`src/rtl/sys_ctrl_pkg.sv`:
```
// Shared opcodes, ALU operand addresses and decoder state encoding for the
// system-control command path.
package sys_ctrl_pkg;

   typedef enum logic [2:0] {
      ST_IDLE,
      ST_WR_ADDR,
      ST_WR_DATA,
      ST_RD_ADDR,
      ST_ALU_OPA,
      ST_ALU_OPB,
      ST_ALU_FUN
   } state_t;

   localparam logic [7:0] CMD_RF_WR   = 8'hAA;
   localparam logic [7:0] CMD_RF_RD   = 8'hBB;
   localparam logic [7:0] CMD_ALU_OP  = 8'hCC;
   localparam logic [7:0] CMD_ALU_NOP = 8'hDD;

   localparam int unsigned ALU_OPA_ADDR = 0;
   localparam int unsigned ALU_OPB_ADDR = 1;

   // Maps a command byte to the first payload state; unknown bytes map to ST_IDLE.
   function automatic state_t cmd_target(input logic [7:0] cmd);
      state_t st;
      case (cmd)
         CMD_RF_WR:   st = ST_WR_ADDR;
         CMD_RF_RD:   st = ST_RD_ADDR;
         CMD_ALU_OP:  st = ST_ALU_OPA;
         CMD_ALU_NOP: st = ST_ALU_FUN;
         default:     st = ST_IDLE;
      endcase
      return st;
   endfunction

endpackage

```
`src/rtl/frame_timeout_cnt.sv`:
```
// Inter-byte gap counter for cmd_frame_decoder; only instantiated when
// CMD_TIMEOUT_EN is defined.
module frame_timeout_cnt #(
   parameter int unsigned TIMEOUT_CYCLES = 4096
) (
   input  logic clk_i,
   input  logic rst_i,
   input  logic clr_i,
   input  logic run_i,
   output logic expire_o
);

   localparam int unsigned CW = $clog2(TIMEOUT_CYCLES + 1);

   logic [CW-1:0] cnt_q;

   // Expiry fires on the TIMEOUT_CYCLES-th consecutive gap cycle; a byte arriving
   // in that same cycle wins.
   assign expire_o = run_i && !clr_i && (cnt_q == CW'(TIMEOUT_CYCLES - 1));

   always_ff @(posedge clk_i or posedge rst_i) begin
      if (rst_i) begin
         cnt_q <= '0;
      end else if (clr_i || !run_i || expire_o) begin
         cnt_q <= '0;
      end else begin
         cnt_q <= cnt_q + CW'(1);
      end
   end

endmodule

```
`src/rtl/cmd_frame_decoder.sv`:
```
// Decodes UART command frames into register-file and ALU strobes.
// Optional inter-byte timeout enabled by defining CMD_TIMEOUT_EN.
module cmd_frame_decoder
   import sys_ctrl_pkg::*;
#(
   parameter int unsigned DATA_WIDTH     = 8,
   parameter int unsigned ADDR_WIDTH     = 4,
   parameter int unsigned TIMEOUT_CYCLES = 4096
) (
   input  logic                  CLK,
   input  logic                  RST,
   input  logic [DATA_WIDTH-1:0] RX_P_DATA,
   input  logic                  RX_D_VLD,
   output logic                  RF_WR_EN,
   output logic                  RF_RD_EN,
   output logic [ADDR_WIDTH-1:0] RF_ADDR,
   output logic [DATA_WIDTH-1:0] RF_WR_DATA,
   output logic                  ALU_EN,
   output logic [3:0]            ALU_FUN,
   output logic                  BUSY,
   output logic                  CMD_ERR
);

   state_t                  state_q;
   state_t                  cmd_state_d;
   logic [ADDR_WIDTH-1:0]   byte_addr_d;
   logic [ADDR_WIDTH-1:0]   wr_addr_q;
   logic                    rf_wr_en_q;
   logic                    rf_rd_en_q;
   logic [ADDR_WIDTH-1:0]   rf_addr_q;
   logic [DATA_WIDTH-1:0]   rf_wr_data_q;
   logic                    alu_en_q;
   logic [3:0]              alu_fun_q;
   logic                    busy_q;
   logic                    cmd_err_q;

   assign cmd_state_d = cmd_target(8'(RX_P_DATA));
   assign byte_addr_d = RX_P_DATA[ADDR_WIDTH-1:0];

`ifdef CMD_TIMEOUT_EN
   logic timeout_hit;

   frame_timeout_cnt #(
      .TIMEOUT_CYCLES (TIMEOUT_CYCLES)
   ) u_timeout (
      .clk_i    (CLK),
      .rst_i    (RST),
      .clr_i    (RX_D_VLD),
      .run_i    (busy_q),
      .expire_o (timeout_hit)
   );
`endif

   // The write address is held privately until the data byte so RF_ADDR only
   // changes together with a strobe.
   always_ff @(posedge CLK or posedge RST) begin
      if (RST) begin
         state_q      <= ST_IDLE;
         wr_addr_q    <= '0;
         rf_wr_en_q   <= 1'b0;
         rf_rd_en_q   <= 1'b0;
         rf_addr_q    <= '0;
         rf_wr_data_q <= '0;
         alu_en_q     <= 1'b0;
         alu_fun_q    <= '0;
         busy_q       <= 1'b0;
         cmd_err_q    <= 1'b0;
      end else begin
         rf_wr_en_q <= 1'b0;
         rf_rd_en_q <= 1'b0;
         alu_en_q   <= 1'b0;
         cmd_err_q  <= 1'b0;
         if (RX_D_VLD) begin
            case (state_q)
               ST_IDLE: begin
                  state_q   <= cmd_state_d;
                  busy_q    <= (cmd_state_d != ST_IDLE);
                  cmd_err_q <= (cmd_state_d == ST_IDLE);
               end
               ST_WR_ADDR: begin
                  wr_addr_q <= byte_addr_d;
                  state_q   <= ST_WR_DATA;
               end
               ST_WR_DATA: begin
                  rf_wr_en_q   <= 1'b1;
                  rf_addr_q    <= wr_addr_q;
                  rf_wr_data_q <= RX_P_DATA;
                  state_q      <= ST_IDLE;
                  busy_q       <= 1'b0;
               end
               ST_RD_ADDR: begin
                  rf_rd_en_q <= 1'b1;
                  rf_addr_q  <= byte_addr_d;
                  state_q    <= ST_IDLE;
                  busy_q     <= 1'b0;
               end
               ST_ALU_OPA: begin
                  rf_wr_en_q   <= 1'b1;
                  rf_addr_q    <= ADDR_WIDTH'(ALU_OPA_ADDR);
                  rf_wr_data_q <= RX_P_DATA;
                  state_q      <= ST_ALU_OPB;
               end
               ST_ALU_OPB: begin
                  rf_wr_en_q   <= 1'b1;
                  rf_addr_q    <= ADDR_WIDTH'(ALU_OPB_ADDR);
                  rf_wr_data_q <= RX_P_DATA;
                  state_q      <= ST_ALU_FUN;
               end
               ST_ALU_FUN: begin
                  alu_en_q  <= 1'b1;
                  alu_fun_q <= RX_P_DATA[3:0];
                  state_q   <= ST_IDLE;
                  busy_q    <= 1'b0;
               end
               default: begin
                  state_q <= ST_IDLE;
                  busy_q  <= 1'b0;
               end
            endcase
         end
`ifdef CMD_TIMEOUT_EN
         else if (timeout_hit) begin
            state_q   <= ST_IDLE;
            busy_q    <= 1'b0;
            cmd_err_q <= 1'b1;
         end
`endif
      end
   end

   assign RF_WR_EN   = rf_wr_en_q;
   assign RF_RD_EN   = rf_rd_en_q;
   assign RF_ADDR    = rf_addr_q;
   assign RF_WR_DATA = rf_wr_data_q;
   assign ALU_EN     = alu_en_q;
   assign ALU_FUN    = alu_fun_q;
   assign BUSY       = busy_q;
   assign CMD_ERR    = cmd_err_q;

endmodule

```
`config.mk`:
```
export PLATFORM = sky130hd
export DESIGN_NAME = cmd_frame_decoder
export DESIGN_NICKNAME = d
export VERILOG_FILES = /design/src/rtl/sys_ctrl_pkg.sv /design/src/rtl/frame_timeout_cnt.sv /design/src/rtl/cmd_frame_decoder.sv
export SDC_FILE = /design/constraint.sdc
export NUM_CORES = 1
export LEC_CHECK = 0
export ABC_CLOCK_PERIOD_IN_PS = 1350
export BUFFER_PORTS_ARGS = -buffer_cell sky130_fd_sc_hd__buf_4
export CORE_MARGIN = 4
export CORE_UTILIZATION = 35
export DETAILED_ROUTE_END_ITERATION = 16
export PLACE_DENSITY = 0.58
export SYNTH_ARGS = -nofsm -noshare
export SYNTH_HDL_FRONTEND = slang
export SYNTH_SLANG_ARGS = --single-unit
export TNS_END_PERCENT = 30
```
`constraint.sdc`:
```
create_clock -name CLK -period 1.35 [get_ports CLK]
set_input_delay 0.27 -clock CLK [delete_from_list [all_inputs] [get_ports CLK]]
set_output_delay 0.27 -clock CLK [all_outputs]
set_load 0.05 [all_outputs]
```
Word-level counts from Yosys, hierarchy flattened. Index checks and enable logic that the tools add are counted.

Bits in read-only memories: 0. Output and inout bits: 21. Memories: 0. Latch bits: 0. Register bits: 28. Word-level logic and storage cells: 44. Bits in writable memories: 0.

$mul: 0. Bitwise gates (word level): 1. Muxes and demuxes: 12. Equal/unequal tests: 10. $add $sub $neg: 0. Shifts and indexed selects: 0. Reductions and logical operators: 11. Divide/modulo/power cells: 0. Magnitude comparators: 0.

Operator list (number): 8-bit equality test, second input constant (4); 3-bit one-hot mux with 4 select lines (2); 4-bit one-hot mux with 4 select lines (1); 2-bit AND reduction (5); 3-bit equality test, second input constant (3); 1-bit two-way mux (8); 3-bit by 2-bit equality test with 1-bit output, second input constant (2); 3-bit zero test (2); 3-bit OR reduction (2); 4-bit nonzero test (1); 3-bit by 1-bit equality test with 1-bit output, second input constant (1); 3-bit nonzero test (1); 1-bit one-hot mux with 2 select lines (1); 1-bit inverter (1).

Longest topological paths before layout. Gate-level depths: netlist of the first run.

Depth in word-level cells: 5. Gate-level depth with buffers: 4.

Worst setup path after synthesis of the first run. No wires, ideal clock.

Kind: register to register. Start point: register state_q[2]. End point: register rf_wr_data_q[0] (netlist: RF_WR_DATA[0]). Arrival time: 1266 ps. Slack: -41 ps. Data required time: 1225 ps. Buffers on the path: 0. Cell stages (with the launch flop): 4. Cell sequence: dfrtp_1 > nor2b_2 > o21ai_2 > mux2_2.

Cells in the longest elaborated chain, start to end: 3.

RTL lines: start: declaration (RTL line cmd_frame_decoder.sv:24) `state_t state_q;`; start signal: assignment (RTL line cmd_frame_decoder.sv:76) `state_q <= cmd_state_d;`; 3-bit equality test / 3-bit by 2-bit equality test with 1-bit output (equally long branches) (RTL line cmd_frame_decoder.sv:74) `case (state_q)`; 3-bit OR reduction (no source line) *; 2-bit AND reduction (no source line) *; end signal: assignment (RTL line cmd_frame_decoder.sv:87) `rf_wr_data_q <= RX_P_DATA;`; end signal: assignment (RTL line cmd_frame_decoder.sv:100) `rf_wr_data_q <= RX_P_DATA;`; end signal: assignment (RTL line cmd_frame_decoder.sv:106) `rf_wr_data_q <= RX_P_DATA;`; end: declaration (RTL line cmd_frame_decoder.sv:31) `logic [DATA_WIDTH-1:0] rf_wr_data_q;`.

Every way passes the cells marked *; elsewhere a longest branch is shown, timed or not. A chain may end at the register's enable or synchronous reset.

Worst setup path in the final report of the first run.
Start point: register state_q[1]. End point: register rf_wr_data_q[4] (netlist: RF_WR_DATA[4]).

Same word-level chain as after synthesis.

==> reports/metrics.csv, run 1 <==
stage,metric,value,unit
clock_network,CTS Buf Count,3,
run_status,failing checks,negative setup slack,
placed_design,final estimated routing congestion in global placement,0.771,
grt,All-Layer GR Usage,13.5,%
routing,drc violations,0,
grt,vias in the first global route,998,
finish,fill count,309,
routing,Routed WL,2.84,mm
finish,Area Growth Syn to Fin,42.6,%
synthesis,sequential-to-total area share from yosys stat,55.0,%
placed_design,Placed Cells,193,
pwr,leakage power,0.872,nW
routing,vias per cell,4.83,
timing,Clock Skew,6.68,ps
finish,final instance area,1820,sq um
clock_network,clk root buf,clkbuf_4,
floorplan,Die Y,68.4,um
pwr,logic gate share of total power,42.9,%
clock_network,clock sinks,28,
timing,final slew viol count,0,
placed_design,dpl ws,-51.0,ps
pwr,Pwr Total,2.98,mW
worst_setup_path,CP top delay family,flip-flops,
run_status,status,finished with violations,
worst_setup_path,WP depth,4,
worst_setup_path,critical path endpoint,RF_WR_DATA[4]$_DFFE_PP0P_,
timing,Final Hold Viols,0,
grt,first-pass GRT wire length,4.76,mm
timing,Max-slew headroom,76.6,%
worst_setup_path,crit path max-delay cell type,dfrtp_2,
finish,NumNets Final,166,
worst_setup_path,Crit Path Max Fanout,9,
synthesis,Syn Nets,114,
worst_setup_path,WP data required,1580,ps
synthesis,synthesis-stage register bit count,28,
finish,layout cell share with drive strength beyond 1,57.8,%
synthesis,post-synthesis cell area,1270,sq um
timing,clock period minus worst slack,1380,ps
clock_network,CTS tree,done,
timing,sum of negative setup slack,-147,ps
clock_network,clock buffer depth,2,
routing,Detail Route Antenna Nets,0,
finish,"commonest non-fill, non-tap cell in the layout",buf_4,
clock_network,CTS H-Tree Depth,1,
timing,Fmax,0.727,GHz
clock_network,Clock Latency Late Sink,320,ps
routing,Iter 0 DRT Violations,19,
synthesis,Yosys warnings,0,
finish,multi-input gate area in the final layout,572,sq um
pwr,Peak VDD IR,0.815,mV
timing,Final Setup Violations,8,
worst_setup_path,CP Class,reg -> reg,
worst_setup_path,worst r2r path cells,4,
finish,"commonest non-fill, non-tap cells in the layout","48 x buf_4, 25 x dfrtp_1, 20 x mux2_2",
synthesis,Mapped Avg Cell Area,12.4,sq um
floorplan,Core Region,3420,sq um
placed_design,placed cell areas,1680,sq um
worst_setup_path,RR Startpoint,state_q[1]$_DFFE_PP0P_,
grt,largest net degree at the start of global routing,29,
pwr,share of total power in sequential cells,38.8,%
clock_network,"CTS clk-pin slew, worst paths",150,ps
placed_design,number of port buffers,31,
placed_design,HPWL Detailed,2.03,mm
worst_setup_path,"reg-to-reg slack, setup",-30,ps
floorplan,# IOs,32,
finish,final std cells w/o fill,200,
routing,wire length per cell,14.2,um
floorplan,Initial Utilization,37.3,%
grt,grt ovf,0,
floorplan,# rows,21,
worst_setup_path,WP data arrival,1600,ps
floorplan,die width,68.4,um
timing,final worst slack,-26.2,ps
finish,FF/Latch Area,704,sq um
worst_setup_path,critical-path cell list,nor3b_2 -> o21ai_4 -> buf_12 -> mux2_2,
pwr,Sw Ratio,38.8,%
routing,vias,965,
worst_setup_path,CP startpoint,state_q[1]$_DFFE_PP0P_,
pwr,Clk pwr share,18.2,%
pwr,NetSw,1.16,mW
timing,final worst path period share,102,%
timing,RSZ-0062 raised after global routing,yes,
worst_setup_path,Worst setup EP type,flop,
run,max_cap viols,0,
synthesis,Netlist cell types,32,
floorplan,die area,4670,sq um
grt,antenna violations before repair,0,
worst_setup_path,Critical Path Start Type,flop,
pwr,power per cell area,1640,nW/um^2
synthesis,Synth Instances,103,
pwr,Pint,1.82,mW
worst_setup_path,Critical R2R Capture,RF_WR_DATA[4]$_DFFE_PP0P_,
finish,ANT cells,0,
worst_setup_path,Buf/Inv on CP,1,
timing,Tightest Pin Transition,351,ps
routing,DR pass1 iterations,2,
worst_setup_path,"slowest stage delay, CP",470,ps
worst_hold_path,hold crit path type,in -> reg,
## sequential cells by signal, summed over array words and instances (netlist names)
signal      count
RF_WR_DATA      8
ALU_FUN         4
RF_ADDR         4
wr_addr_q       4
state_q         3
ALU_EN          1
BUSY            1
CMD_ERR         1
RF_RD_EN        1
RF_WR_EN        1
## metrics by stage
| step | hold slack, ps | utilization, % |
|---|---|---|
| 2_1_floorplan | 335 | - |
| 3_3_place_gp | 365 | 49.0 |
| 3_5_place_dp | 363 | 49.0 |
| 4_1_cts | 158 | 52.3 |
| 5_1_grt | 155 | 53.2 |
| 6_report | 173 | 53.2 |
## power by group through the flow
stage / registers [mW] / clock network, mW / logic, mW
global route: 1.19 / 0.604 / 1.35
detailed placement: 1.17 / 0 / 1.25
finish: 1.16 / 0.544 / 1.28
global placement: 1.16 / 0 / 1.24
CTS: 1.16 / 0.569 / 1.27
floorplan: 1.69 / 0 / 0.319
## synthesized netlist by cell type
cell	n	area (sq um)
o21ai_1	1	5.00
nand2_1	2	7.51
or3b_1	1	8.76
nand2b_1	1	6.26
nor2_1	3	11.3
inv_1	8	30.0
a32o_1	1	10.0
xnor2_1	2	17.5
or2_2	1	6.26
mux2_2	20	225
nor4bb_1	2	20.0
buf_2	2	10.0
dfrtp_1	28	701
a21boi_0	1	7.51
nor2b_1	3	18.8
nor2b_2	1	8.76
a211oi_1	1	7.51
nor3_1	1	5.00
a21oi_1	3	15.0
nor3b_1	1	7.51
nand3_1	1	5.00
o21ai_0	1	5.00
o2111ai_1	1	8.76
buf_4	2	15.0
a31oi_1	1	6.26
o31ai_1	3	22.5
o21ai_2	1	8.76
and2_1	3	18.8
and3b_1	1	8.76
a41oi_1	1	8.76
o22ai_1	2	12.5
nand4b_1	3	26.3
## layer usage
metal / GRT usage [%] / vias up / part of all wire, %
met5: 0 / - / 0
li1: - / 468 / -
met2: 22.9 / 20 / 50
met3: 2.79 / 2 / 3.8
met1: 17.2 / 475 / 46
met4: 4.22 / 0 / 0.39
## repair_timing
action / in CTS / in global routing
buffers inserted: 1 / 1
setup endpoints to repair: 21 / 18
resized for setup: 9 / 7
hold buffers: 1 / 0
endpoints found under the hold margin: 28 / 0
pin swaps: 3 / 3
## worst min path at each step
stage                 startpoint                         to  slack [ps]  depth (start not counted)
global placement             RST     RF_ADDR[3]$_DFFE_PP0P_         360                          3
finish              RX_P_DATA[7]  RF_WR_DATA[7]$_DFFE_PP0P_         170                          2
floorplan                    RST           ALU_EN$_DFF_PP0_         340                          1
CTS                 RX_P_DATA[7]  RF_WR_DATA[7]$_DFFE_PP0P_         160                          2
detailed placement           RST     RF_ADDR[3]$_DFFE_PP0P_         360                          3
global route        RX_P_DATA[7]  RF_WR_DATA[7]$_DFFE_PP0P_         160                          2
## area by class of cell
class	instances	area share (%)
Clock buffer	3	1.24
Clock inverter	1	1.65
Inverter	8	1.65
Multi-Input combinational cell	63	31.5
Sequential cell	28	38.7
Tap cell	46	3.17
Timing Repair Buffer	51	22.1
## logic make-up (layout without fill, tap and decap cells)
group | count (synthesis) | in the layout | share of synthesized area (%)
buffers and inverters | 12 | 63 | 4.32
muxes | 20 | 20 | 17.7
DFF | 28 | 28 | 55.0
and+or+nand+nor | 24 | 24 | 12.5
xor gates and xnor gates | 2 | 2 | 1.37
AOI/OAI and AO/OA | 17 | 17 | 9.22
Note: power is estimated with default switching activity, not from simulation.
==> inputs of run 2 (changes only) <==
--- a/config.mk
+++ b/config.mk
@@ -6,11 +6,12 @@
 export NUM_CORES = 1
 export LEC_CHECK = 0
 export ABC_CLOCK_PERIOD_IN_PS = 1350
-export BUFFER_PORTS_ARGS = -buffer_cell sky130_fd_sc_hd__buf_4
+export BUFFER_PORTS_ARGS = -buffer_cell sky130_fd_sc_hd__buf_2
 export CORE_MARGIN = 4
 export CORE_UTILIZATION = 35
 export DETAILED_ROUTE_END_ITERATION = 16
 export PLACE_DENSITY = 0.58
+export RECOVER_POWER = 100
 export SYNTH_ARGS = -nofsm -noshare
 export SYNTH_HDL_FRONTEND = slang
 export SYNTH_SLANG_ARGS = --single-unit
==> run 2 against run 1 <==
The run still ends with negative setup slack left; via count increased by 3.8%; combinational power about the same; global-route usage increased by 0.097 points; clock power increased by 3%; die area unchanged; first-iteration DRC count decreased by 47%; maximum frequency decreased by 3.2%; count of clock-buffer cells in the layout unchanged; non-clock buffer count increased by 4; critical endpoint is now RF_WR_DATA[7]$_DFFE_PP0P_.
==> reports/metrics.csv, run 2 (same netlist as run 1, synthesis figures left out) <==
stage,metric,value,unit,change
run_status,status,finished with violations,,
run_status,failing checks,negative setup slack,,
worst_hold_path,hold crit path type,in -> reg,,
clock_network,CTS Buf Count,3,,unchanged
timing,Max-slew headroom,53.1,%,-24 points
finish,max reg flops,8,,unchanged
clock_network,CTS H-Tree Depth,1,,unchanged
grt,largest net degree at the start of global routing,29,,unchanged
clock_network,clk root buf,clkbuf_4,,
worst_setup_path,Critical Path Start Type,flop,,
routing,Iter 0 DRT Violations,10,,-9
floorplan,# IOs,32,,unchanged
worst_setup_path,WP data required,1590,ps,about the same
clock_network,CTS tree,done,,
timing,Fmax,0.704,GHz,-3.2%
placed_design,final estimated routing congestion in global placement,0.803,,+4.2%
timing,RSZ-0062 raised after global routing,yes,,
routing,wire length per cell,14.4,um,+1.5%
floorplan,Core Region,3420,sq um,unchanged
routing,wl on met1,1.29,mm,-0.84%
pwr,leakage power,0.921,nW,+5.6%
routing,met3 wire len,140,um,+28%
clock_network,Clock Latency Late Sink,340,ps,+20 ps
placed_design,Placed Cells,197,,+2.1%
pwr,power per cell area,1620,nW/um^2,-0.95%
finish,layout cell share with drive strength beyond 1,58.9,%,+1.1 points
clock_network,clock buffer depth,2,,unchanged
worst_setup_path,CP Class,reg -> reg,,
worst_setup_path,Crit Path Max Fanout,5,,-4
run,max_cap viols,0,,unchanged
routing,met2 routed WL,1.46,mm,+3.3%
routing,drc violations,0,,unchanged
timing,Final Hold Viols,0,,unchanged
finish,ANT cells,0,,unchanged
routing,DR pass1 iterations,4,,+2
pwr,Peak VDD IR,1.25,mV,+54%
routing,max layer used,met4,,
worst_setup_path,Worst setup EP type,flop,,
finish,fill count,316,,+2.3%
floorplan,die width,68.4,um,unchanged
worst_setup_path,worst r2r path cells,4,,unchanged
grt,antenna violations before repair,0,,unchanged
finish,"commonest non-fill, non-tap cells in the layout","30 x buf_2, 26 x dfrtp_1, 18 x buf_4",,
routing,Detail Route Antenna Nets,0,,unchanged
floorplan,die area,4670,sq um,unchanged
timing,sum of negative setup slack,-509,ps,-362 ps
clock_network,clock sinks,28,,unchanged
worst_setup_path,WP data arrival,1660,ps,+60 ps
finish,Area Growth Syn to Fin,43.5,%,
grt,vias in the first global route,1018,,+2.0%
timing,final worst path period share,105,%,+3.3 points
finish,final std cells w/o fill,204,,+2.0%
grt,grt ovf,0,,unchanged
timing,WHS,165,ps,-7.38 ps
finish,"commonest non-fill, non-tap cell in the layout",buf_2,,
timing,clock period minus worst slack,1420,ps,+44.8 ps
timing,Clock Skew,7.41,ps,+0.732 ps
timing,Tightest Pin Transition,704,ps,+353 ps
placed_design,number of port buffers,31,,unchanged
floorplan,Die Y,68.4,um,unchanged
routing,vias per cell,4.91,,+1.8%
finish,final instance area,1830,sq um,+0.62%
floorplan,Initial Utilization,37.3,%,unchanged
placed_design,HPWL Detailed,2.06,mm,+1.1%
placed_design,placed cell areas,1640,sq um,-2.1%
clock_network,"CTS clk-pin slew, worst paths",160,ps,about the same
timing,final worst slack,-71.0,ps,-44.8 ps
timing,final slew viol count,0,,unchanged
floorplan,# rows,21,,unchanged
grt,first-pass GRT wire length,4.66,mm,-2.2%
grt,All-Layer GR Usage,13.6,%,+0.097 points
finish,NumNets Final,170,,+2.4%
routing,Routed WL,2.94,mm,+3.6%
routing,vias,1002,,+3.8%
timing,Final Setup Violations,14,,+6
worst_hold_path,Hold Path Stages,2,,unchanged
-- run 2: path summary, 6_finish.rpt --
kind / end / slack (ps) / start
max: RF_WR_DATA[7]$_DFFE_PP0P_ / -70 / state_q[2]$_DFFE_PP0P_
min: RF_WR_DATA[7]$_DFFE_PP0P_ / 170 / RX_P_DATA[7]
max reg2reg: RF_WR_DATA[7]$_DFFE_PP0P_ / -70 / state_q[2]$_DFFE_PP0P_
min reg2reg: BUSY$_DFFE_PP0P_ / 510 / BUSY$_DFFE_PP0P_
max in group asynchronous: state_q[0]$_DFFE_PP0P_ / 230 / RST
min in group asynchronous: CMD_ERR$_DFF_PP0_ / 640 / RST
-- run 2: area by class of cell --
type / count / area, sq um / share of cell area (%)
inverters: 8 / 30.0 / 1.64
well taps: 46 / 57.6 / 3.15
clock inverters: 1 / 30.0 / 1.64
clock buffers: 3 / 22.5 / 1.23
repair buffers: 55 / 379 / 20.7
multi-input cells: 63 / 607 / 33.2
flip-flops and latches: 28 / 703 / 38.4
-- run 2: worst max-delay path, cell delays in order, from the launching register on --
cell	delay [ps]
dfrtp_2	480
nor2b_4	160
o21ai_4	200
clkbuf_16	190
mux2_4	290
-- run 2: where the power goes --
part	switching [mW]	internal (mW)
Combinational	0.813	0.449
Clock	0.262	0.301
Sequential	0.107	1.04
Total	1.18	1.79
-- run 2: layer usage --
metal,vias up,global-route usage (%)
li1,480,-
met1,494,16.3
met2,23,23.6
met3,5,2.96
met4,0,5.46
met5,-,0
-- run 2: through the flow --
stage / util, % / power (mW) / worst slack, ps
floorplan: - / 2.01 / 2.27
global placement: 48.0 / 2.30 / -152
detailed placement: 48.0 / 2.33 / -182
CTS: 51.0 / 2.91 / -58.9
global route: 53.6 / 3.13 / -111
finish: 53.6 / 2.97 / -71.0
-- run 2: repair_timing --
| item | CTS | global route |
|---|---|---|
| pin swaps | 2 | 3 |
| resized for setup | 10 | 18 |
| hold endpoints to repair | 28 | 0 |
| setup buffers | 0 | 2 |
| hold buffers | 1 | 0 |
| gates cloned | 0 | 1 |
| endpoints found under the setup margin | 17 | 23 |
